$ cat config.mk
export PLATFORM = sky130hd
export DESIGN_NAME = game_flow_controller
export DESIGN_NICKNAME = d
export VERILOG_FILES = /design/src/rtl/game_flow_controller.sv
export SDC_FILE = /design/constraint.sdc
export NUM_CORES = 1
export LEC_CHECK = 0
export CORE_ASPECT_RATIO = 0.75
export CORE_MARGIN = 8
export CORE_UTILIZATION = 55
export CTS_CLUSTER_SIZE = 40
export DETAILED_ROUTE_END_ITERATION = 8
export HOLD_SLACK_MARGIN = 0.02
export PLACE_DENSITY = 0.94
export SLEW_MARGIN = 0
export SYNTH_ARGS = -nofsm -noshare
export SYNTH_HDL_FRONTEND = slang
export SYNTH_SLANG_ARGS = --single-unit
$ cat constraint.sdc
create_clock -name clk -period 3.4 [get_ports clk]
set_clock_uncertainty 0.15 [all_clocks]
set_input_delay 0.68 -clock clk [delete_from_list [all_inputs] [get_ports clk]]
set_output_delay 0.68 -clock clk [all_outputs]
set_load 0.01 [all_outputs]
$ cat src/rtl/game_flow_controller.sv
// Top-level game sequencer: idle -> difficulty select -> countdown -> play/pause -> game over.
// Gates the difficulty selector and game core, and maps the latched level to a step period.
module game_flow_controller #(
    parameter int          TICK_CYCLES = 100_000_000,
    parameter int          COUNT_SECS  = 3,
    parameter int          OVER_SECS   = 5,
    parameter logic [23:0] SLOW_PERIOD = 24'd10_000_000,
    parameter logic [23:0] MED_PERIOD  = 24'd6_000_000,
    parameter logic [23:0] FAST_PERIOD = 24'd3_000_000
) (
    input  logic        clk,
    input  logic        reset,
    input  logic [3:0]  ir,
    input  logic        sel_done,
    input  logic [1:0]  sel_level,
    input  logic        game_over,
    output logic        sel_reset,
    output logic        game_reset,
    output logic        game_run,
    output logic [1:0]  level,
    output logic [23:0] step_period,
    output logic [1:0]  countdown,
    output logic [2:0]  state
);

    localparam int             TW         = (TICK_CYCLES > 1) ? $clog2(TICK_CYCLES) : 1;
    localparam int             OW         = $clog2(OVER_SECS + 1);
    localparam logic [TW-1:0]  TICK_LAST  = TW'(TICK_CYCLES - 1);
    localparam logic [OW-1:0]  OVER_LAST  = OW'(OVER_SECS - 1);
    localparam logic [1:0]     COUNT_INIT = 2'(COUNT_SECS);

    typedef enum logic [2:0] {
        S_IDLE      = 3'd0,
        S_SELECT    = 3'd1,
        S_COUNTDOWN = 3'd2,
        S_PLAY      = 3'd3,
        S_PAUSE     = 3'd4,
        S_OVER      = 3'd5
    } state_t;

    logic [2:0]    state_reg, state_next;
    logic          combo_q_reg;
    logic          armed_reg, armed_next;
    logic [TW-1:0] tick_cnt_reg, tick_cnt_next;
    logic [OW-1:0] over_cnt_reg, over_cnt_next;
    logic [1:0]    countdown_reg, countdown_next;
    logic [1:0]    level_reg, level_next;
    logic [23:0]   step_period_reg;
    logic          sel_reset_reg, game_reset_reg, game_run_reg;

    logic combo, combo_rise, tick;

    // Combo is the two upper sensors together; the lower two take no part in flow control.
    assign combo      = ((ir & 4'b1100) == 4'b1100);
    assign combo_rise = combo & ~combo_q_reg;
    assign tick       = (tick_cnt_reg == TICK_LAST);

    always_comb begin
        state_next     = state_reg;
        armed_next     = armed_reg;
        over_cnt_next  = over_cnt_reg;
        countdown_next = countdown_reg;
        level_next     = level_reg;
        tick_cnt_next  = '0;

        case (state_reg)
            S_IDLE: begin
                // Wait for the combo to be released so the selector never sees it held.
                if (armed_reg && !combo) begin
                    state_next = S_SELECT;
                    armed_next = 1'b0;
                end else if (combo_rise) begin
                    armed_next = 1'b1;
                end
            end
            S_SELECT: begin
                if (sel_done) begin
                    level_next     = (sel_level == 2'd3) ? 2'd2 : sel_level;
                    countdown_next = COUNT_INIT;
                    state_next     = S_COUNTDOWN;
                end
            end
            S_COUNTDOWN: begin
                if (tick) begin
                    if (countdown_reg <= 2'd1) begin
                        countdown_next = 2'd0;
                        state_next     = S_PLAY;
                    end else begin
                        countdown_next = countdown_reg - 2'd1;
                    end
                end
            end
            S_PLAY: begin
                if (game_over)       state_next = S_OVER;
                else if (combo_rise) state_next = S_PAUSE;
            end
            S_PAUSE: begin
                if (combo_rise) state_next = S_PLAY;
            end
            S_OVER: begin
                if (combo_rise) begin
                    state_next = S_IDLE;
                end else if (tick) begin
                    if (over_cnt_reg == OVER_LAST) state_next = S_IDLE;
                    else                           over_cnt_next = over_cnt_reg + 1'b1;
                end
            end
            default: state_next = S_IDLE;
        endcase

        // Counters restart on every state entry and idle at zero outside their states.
        if ((state_next == S_COUNTDOWN || state_next == S_OVER) && state_next == state_reg)
            tick_cnt_next = tick ? '0 : tick_cnt_reg + 1'b1;
        if (state_next != S_OVER || state_reg != S_OVER)
            over_cnt_next = '0;
        if (state_next != S_IDLE)
            armed_next = 1'b0;
    end

    always_ff @(posedge clk) begin
        if (reset) begin
            state_reg       <= S_IDLE;
            combo_q_reg     <= 1'b1;
            armed_reg       <= 1'b0;
            tick_cnt_reg    <= '0;
            over_cnt_reg    <= '0;
            countdown_reg   <= 2'd0;
            level_reg       <= 2'd0;
            step_period_reg <= SLOW_PERIOD;
            sel_reset_reg   <= 1'b1;
            game_reset_reg  <= 1'b1;
            game_run_reg    <= 1'b0;
        end else begin
            state_reg     <= state_next;
            combo_q_reg   <= combo;
            armed_reg     <= armed_next;
            tick_cnt_reg  <= tick_cnt_next;
            over_cnt_reg  <= over_cnt_next;
            countdown_reg <= countdown_next;
            level_reg     <= level_next;
            case (level_reg)
                2'd0:    step_period_reg <= SLOW_PERIOD;
                2'd1:    step_period_reg <= MED_PERIOD;
                default: step_period_reg <= FAST_PERIOD;
            endcase
            // Outputs are decoded from the next state so they line up with the state register.
            sel_reset_reg  <= (state_next != S_SELECT);
            game_reset_reg <= (state_next == S_IDLE) || (state_next == S_SELECT) ||
                              (state_next == S_COUNTDOWN);
            game_run_reg   <= (state_next == S_PLAY);
        end
    end

    assign state       = state_reg;
    assign sel_reset   = sel_reset_reg;
    assign game_reset  = game_reset_reg;
    assign game_run    = game_run_reg;
    assign level       = level_reg;
    assign step_period = step_period_reg;
    assign countdown   = countdown_reg;

endmodule

==> results.md <==
- Status: finished, final reports clean
- Clk_lat worst skew: approximately 300 ps
- Die ar.: around 7000 um^2
- Power share of the combinational group: 0.071
- Most common cell after layout, fill and taps aside: dfxtp_1
- GRT Overall Usage: 0.151
- IO buf count: 30
- Req. time, crit path: around 3400 ps
- Synth Warn #: 0
- Core ar.: around 4400 um^2
- Global-route wire length before repair: ~8500 um
- Root Buffer Master: clkbuf_8
- I/O Pins: between 40 and 50
- Worst setup SP type: input port
- RD Place Congestion: approximately 0.90
- ANT nets after route: 0
- Max Slew Vio Count: 0
- DR pass1 iterations: 4
- Clock transition at path regs: 80 ps
- Kind of end point of the critical path: register
- CTS Sinks: 48
- RR Startpoint: tick_cnt_reg[0]
- Die Wd: between 90 and 100 um
- Max clock buf depth: 2
- TNS Setup: 0 ps
- Fillers: roughly 340
- Int Power: 0.000759 W
- CTS Hold Buffers Added: 0
- Area Growth Syn to Fin: 12.0%
- Gate Count Post-Synth: between 200 and 300
- Hold endpoint: step_period[20]
- Worst hold path type: register to register
- Fin cells: between 300 and 400
- CTS Buf Count: 5
- Mapped Area: approximately 2500 um^2
- PostCTS Resize Cnt: 0
- Final worst slack: 738 ps
- Critical setup path kind: input port to register
- Via count: 2039
- NumNets Final: about 310
- FF-to-FF setup slack: roughly 760 ps
- Wire per inst: around 15 um
- Commonest cells after routing, fill and taps aside: dfxtp_1 (48), clkdlybuf4s50_1 (30), nor3_1 (28)
- Worst R2R End: tick_cnt_reg[6]
- Fmax: between 300 and 400 MHz
- Max FFs per register: 27
- Number of antenna violations at the first check in global routing: 0
- Starting density of the core: 0.565
- Crit-path max FO: 27
- Synthesized area per cell: around 9.0 um^2
- Number of global-route vias before repair: 1946
- Count of cell types in the netlist: 53
- Largest net degree at the start of global routing: 28
- Share of cells above drive strength 1: 0.106
- Final Setup Violations: 0
- Number of synthesized flops with an enable pin: 0
- DR iter-0 viols: 232
- Leak: roughly 0.9 nW
- Max rail drop VDD: 0.000238 V
- Post-synth ARST share: 0
- Hold_ws: 315 ps
- Grt total ovfl: 0
- Placed cells: 350
- Post-CTS Repair Setup Buffers: 0
- Critical Path AT: approximately 2700 ps
- Worst slack, placed: ~430 ps
- Placed wire-length estimate: between 3000 and 4000 um
- Relative slew slack: 0.461
- Hold_sp: level[1]
- Seq/Total Area, Yosys: 0.385
- RSZ-0062 raised after global routing: false
- Ys flop type: dfxtp_1
- Height of the die: approximately 74 um
- Net switching power: ~0.00022 W
- Reg2Reg Depth: 7
- Vias per inst: 5.70
- Part of the power in the clock network: 0.348
- Std-Cell Rows: 21
- ANT cells: 0
- H-tree levels: 2
- Sequential Power Share: 0.581
- Synth Register Bits: 48
- CTS tree: yes
- Pwr dens: about 350 nW/um^2
- Sw frac: 0.228
- Crit share post-route: 0.783
- WHS Path Cells: 1
- Final wirelength: about 5200 um
- Max Cap Viol: 0
- Fin. Hold Viols: 0
- Post-route DRC violation count: 0
- Tightest Pin Transition: roughly 800 ps
- Minimum clock period: 2660 ps
==> synth_stat cells (all sizes together), types with 3 or more instances <==
cell / instances / area (um^2)
a21oi: 8 / 40.0
nor3b: 3 / 22.5
nand3b: 6 / 45.0
and3: 6 / 40.0
nand3: 14 / 70.1
nor4: 8 / 65.1
o21ai: 5 / 25.0
buf: 22 / 174
xor2: 9 / 78.8
nand4: 8 / 50.1
xnor2: 16 / 140
dfxtp: 48 / 961
a21o: 3 / 25.0
nor2: 12 / 45.0
clkbuf: 6 / 52.6
nor3: 33 / 190
ha: 3 / 37.5
nand2: 24 / 90.1
and2: 5 / 33.8
a21boi: 3 / 22.5
inv: 8 / 30.0
==> critical path, cell delays in order <==
cell and delay (ps):
clkdlybuf4s50_1 450, a2111oi_0 520, nand2_1 140, and3_2 270
o2111ai_2 170, buf_4 340, nor3_1 110
==> power by group through the flow <==
| stage | clock, W | combinational (W) | sequential (W) |
|---|---|---|---|
| floorplan | 0 | 0.0000590 | 0.000583 |
| global placement | 0 | 0.0000669 | 0.000584 |
| detailed placement | 0 | 0.0000683 | 0.000584 |
| CTS | 0.000348 | 0.0000688 | 0.000571 |
| global route | 0.000366 | 0.0000751 | 0.000572 |
| finish | 0.000341 | 0.0000697 | 0.000571 |
==> routing by layer <==
layer	wire length, um	track usage	share of wire
met5	0	0	0
met4	123	0.0823	0.023
met3	377	0.0333	0.072
met2	2450	0.257	0.47
met1	2300	0.174	0.44
==> cell type report <==
| cell class | instances | area [um^2] | area share |
|---|---|---|---|
| sequential | 48 | 961 | 0.344 |
| tap | 57 | 71.3 | 0.0255 |
| inverter | 8 | 30.0 | 0.0107 |
| clock buffer | 8 | 90.1 | 0.0322 |
| multi-input combinational | 203 | 1310 | 0.469 |
| timing repair buffer | 34 | 330 | 0.118 |
==> metrics by stage <==
stage | util | power, W | instance area, um^2
floorplan | - | 0.000642 | 2530
global placement | 0.613 | 0.000651 | 2700
detailed placement | 0.613 | 0.000652 | 2700
CTS | 0.633 | 0.000988 | 2790
global route | 0.633 | 0.00101 | 2790
finish | 0.633 | 0.000982 | 2790
==> worst max-delay path by stage <==
| stage | endpoint | cells after the start | startpoint |
|---|---|---|---|
| 2_1_floorplan | tick_cnt_reg[10] | 6 | ir[2] |
| 3_3_place_gp | tick_cnt_reg[5] | 7 | ir[2] |
| 3_5_place_dp | tick_cnt_reg[14] | 7 | ir[2] |
| 4_1_cts | tick_cnt_reg[5] | 7 | ir[2] |
| 5_1_grt | tick_cnt_reg[7] | 7 | ir[2] |
| 6_report | tick_cnt_reg[6] | 7 | ir[2] |
==> cells by family after synthesis <==
logic type                 share of synthesized area
and+or+nand+nor                                0.312
buffers and inverters                          0.103
AOI/OAI and AO/OA                             0.0943
other                                        0.00301
xor gates and xnor gates                      0.0878
adders and majority gates                     0.0150
DFF                                            0.385
Power figures use the tool's default switching activity.
